[config.mk]
export PLATFORM = sky130hd
export DESIGN_NAME = ssd_scan_ctrl
export DESIGN_NICKNAME = d
export VERILOG_FILES = /design/src/rtl/ssd_scan_ctrl.sv
export SDC_FILE = /design/constraint.sdc
export NUM_CORES = 1
export LEC_CHECK = 0
export ABC_AREA = 0
export BUFFER_PORTS_ARGS = -buffer_cell sky130_fd_sc_hd__buf_2
export CORE_MARGIN = 1.5
export CORE_UTILIZATION = 29
export DETAILED_ROUTE_END_ITERATION = 8
export GPL_TIMING_DRIVEN = 0
export PLACE_DENSITY_LB_ADDON = 0.08
export SLEW_MARGIN = 20
export SYNTH_ARGS = -nofsm -noshare
export SYNTH_HDL_FRONTEND = slang
export SYNTH_SLANG_ARGS = --single-unit
[constraint.sdc]
create_clock -name clk -period 4.7 [get_ports clk]
set_input_delay 0.94 -clock clk [delete_from_list [all_inputs] [get_ports clk]]
set_output_delay 0.94 -clock clk [all_outputs]
set_load 0.01 [all_outputs]
[src/rtl/ssd_scan_ctrl.sv]
// Four-digit multiplexed hex display driver: shadows a 16-bit value and scans
// its nibbles onto a shared decoder bus with active-low anodes.
module ssd_scan_ctrl #(
   parameter int REFRESH_DIV = 50000,
   parameter int CNT_W       = 16
) (
   input  logic        clk,
   input  logic        reset,
   input  logic [15:0] value_in,
   input  logic        load,
   input  logic        en,
   input  logic        blank_lz,
   output logic [3:0]  digit_q,
   output logic [3:0]  anode
);

   localparam logic [CNT_W-1:0] LAST_CNT = CNT_W'(REFRESH_DIV - 1);

   logic [15:0]      shadow;
   logic [CNT_W-1:0] prescaler;
   logic [1:0]       index;
   logic             tick;
   logic [3:0]       upper_zero;
   logic             blanked;
   logic [3:0]       digit_nxt;
   logic [3:0]       anode_nxt;

   assign tick = (prescaler == LAST_CNT);

   // upper_zero[i] is set when nibbles i..3 are all zero; digit 0 always shows
   always_comb begin
      upper_zero    = 4'b0000;
      upper_zero[1] = (shadow[15:4] == 12'h000);
      upper_zero[2] = (shadow[15:8] == 8'h00);
      upper_zero[3] = (shadow[15:12] == 4'h0);
      blanked       = blank_lz & upper_zero[index];
      digit_nxt     = shadow[4*index +: 4];
      anode_nxt     = 4'b1111;
      if (en && !blanked) begin
         anode_nxt = ~(4'b0001 << index);
      end
   end

   always_ff @(posedge clk or posedge reset) begin
      if (reset) begin
         shadow    <= 16'h0000;
         prescaler <= '0;
         index     <= 2'd0;
         digit_q   <= 4'h0;
         anode     <= 4'b1111;
      end else begin
         if (load) begin
            shadow <= value_in;
         end
         if (en) begin
            if (tick) begin
               prescaler <= '0;
               index     <= index + 2'd1;
            end else begin
               prescaler <= prescaler + 1'b1;
            end
         end
         // outputs come from pre-edge state so digit and anode move together
         digit_q <= digit_nxt;
         anode   <= anode_nxt;
      end
   end

endmodule

==> metrics.cfg <==
[finish]
fillCellCount=655
final_nets=210
multi_input_area_sq_um=789.5
synthToLayoutAreaGrowth_pct=17.94
utilization=0.3518
seqCellArea_sq_um=1056
fin_area_sq_um=2221
drive_above_1_share=0.3459
diodes=0

[cts]
root_buffer=clkbuf_8
ctsResizeCount=0
cts_buffer_depth=2
clk_latency_ps=300
tritoncts=built
cts_hold_buffers=0
htreeDepth=2
cts_buffers=5
cts_sinks=42
clk_pin_slew_worst_paths_ps=80
postCtsSetupRepairBufs=0

[global_route]
grt_overflow=0
grtUsageTotal=0.1166
grt_max_degree=29
grt_pass1_vias=1304
grt_pass1_wl_um=6465
antenna_found_initial=0

[power_and_ir_drop]
p_seq_frac=0.568
p_sw_mw=0.2164
power_frac_clock=0.297
internal_power_mw=0.5632
p_leak_nw=0.9674
swShare=0.2776
ir_drop_uv=114.1
combPwrFrac=0.134
power_density_nw_per_um2=351.1

[worst_hold_path]
hold_end=shadow[0]$_DFFE_PP0P_
holdCritPathClass=reg2reg
worstHoldPathCells=1
holdCritStartpoint=shadow[0]$_DFFE_PP0P_

[critical_path]
worstSetupStartpointType=primary input
rr_endpoint=index[1]$_DFFE_PP0P_
regToRegSetupSlack_ps=2650
end_kind=register
required_ps=4860
r2r_cells=3
reg2reg_from=prescaler[4]$_DFFE_PP0P_
arrival_ps=2320
path_class=in2reg
crit_fanout=10

[routing]
wire_per_inst_um=14.10
drtAntennaViolNets=0
vias=1243
drc=0
first_iter_violations=58
vias_per_cell=4.744
firstDrtPassIters=4
wirelength_um=3693

[yosys]
yosys_warnings=0
synth-seq-cells=42
synth_area_leaders=dfrtp_1, mux2_2, dfstp_2, mux4_2, xor2_1
synth_area_sq_um=1883
synth-seq-area-share=0.5608
synth_top_area_cell=dfrtp_1
syn_inst=149
syn_avg_cell_area_sq_um=12.64
synth.top_cell.area_share=0.5050
synthDistinctLibCells=27
syn_nets=175

[floorplanning]
dieArea_sq_um=6986
num_io_pins=29
die_y_um=83.58
start_util=0.2983
die_w_um=83.58
core_area_sq_um=6314
rows=29

[placed_design]
hpwl_um=2762
place_area_sq_um=2135
place_ws_ps=2220
port_buffers=27
globalplace.congestion=0.7778

[timing]
timing.hold.ws_ps=519.4
tightest_slew_ps=589.0
fmax_mhz=463.5
worst_slack_ps=2543
setup_viol=0
hold_viol=0
period_share=0.4590
clock-skew-final_ps=7.710
fin_tns_setup_ps=0
rsz0062_at_grt=no
finalMaxSlewViolations=0
period_minus_slack_ps=2157
relSlewSlack=0.6044

[status]
outcome=completed

[run]
drv_cap=0

## metal layers
layer	global-route usage	part of all wire	vias up	wire, um
met5	0	0	-	0
li1	-	-	597	-
met3	0.03858	0.048	6	178
met1	0.1677	0.52	615	1920
met2	0.1613	0.41	25	1532
met4	0.04471	0.017	0	62
## flip-flops by register name, summed over array words and instances (netlist names)
signal and flops:
index 2, shadow 16, digit_q 4, anode 4
prescaler 16
## layout make-up
cell class | count | share of cell area
multi-input combinational | 97 | 0.3555
inverter | 5 | 0.008451
clock buffer | 6 | 0.03268
timing repair buffer | 28 | 0.06986
buffer | 5 | 0.008451
clock inverter | 2 | 0.006197
sequential | 42 | 0.4755
tap | 77 | 0.04338
## layout by cell type, fill, tap and decap left out, types with 3 or more instances in the layout
cell / Yosys / layout
ha_1: 5 / 5
mux2_2: 16 / 16
inv_1: 5 / 4
dfrtp_1: 38 / 38
nor2_1: 11 / 11
xor2_1: 8 / 8
nand4_1: 6 / 6
xnor2_1: 6 / 6
nor4_1: 5 / 5
buf_2: 0 / 27
nand3_1: 9 / 9
clkbuf_8: 0 / 5
dfstp_2: 4 / 4
mux4_2: 4 / 4
o21ai_0: 3 / 3
nand2_1: 9 / 9
clkbuf_1: 5 / 6
## worst max path at each step
stage	endpoint	start	cells after the start	slack [ps]
final	prescaler[15]$_DFFE_PP0P_	en	6	2540
after global routing	prescaler[15]$_DFFE_PP0P_	en	6	2390
after CTS	prescaler[15]$_DFFE_PP0P_	en	6	2510
after detailed placement	prescaler[15]$_DFFE_PP0P_	en	6	2220
after global placement	prescaler[15]$_DFFE_PP0P_	en	6	2190
after floorplan	prescaler[15]$_DFFE_PP0P_	en	5	2580
## through the flow
step | total power, mW | cells
after global placement | 0.5469 | 253
after detailed placement | 0.5562 | 254
after floorplan | 0.5157 | 149
after global routing | 0.8257 | 262
after CTS | 0.7937 | 262
final | 0.7797 | 262
## worst max-delay path, cell delays in order
cell and delay, ps:
buf_2 80, clkbuf_1 290, nand4_1 360, nor4_1 430, xnor2_1 160, nor2_1 50
## cells in the mapped netlist
library cell / n
dfrtp_1: 38
mux2_2: 16
nor2_1: 11
nand2_1: 9
nand3_1: 9
xor2_1: 8
nand4_1: 6
xnor2_1: 6
clkbuf_1: 5
ha_1: 5
inv_1: 5
nor4_1: 5
dfstp_2: 4
mux4_2: 4
o21ai_0: 3
nand2b_1: 2
nor3_1: 2
or3_1: 2
a21o_1: 1
a21oi_1: 1
and3_1: 1
and4_2: 1
mux2_4: 1
nor4_4: 1
nor4bb_1: 1
o22ai_1: 1
or4b_4: 1
## cells by family after synthesis
group	after synthesis	share of synthesized area
simple gates	51	0.1515
flops	42	0.5608
mux	21	0.1515
xor+xnor	14	0.06512
buf+inv	10	0.01994
compound gates	6	0.01794
fa+ha+maj	5	0.03322
## power groups by stage
stage	registers [mW]	clock network, mW	logic [mW]
3_5_place_dp	0.449	0	0.107
6_report	0.443	0.232	0.105
3_3_place_gp	0.447	0	0.0996
2_1_floorplan	0.439	0	0.0768
5_1_grt	0.450	0.258	0.118
4_1_cts	0.443	0.243	0.107
(Power assumes the default switching activity.)
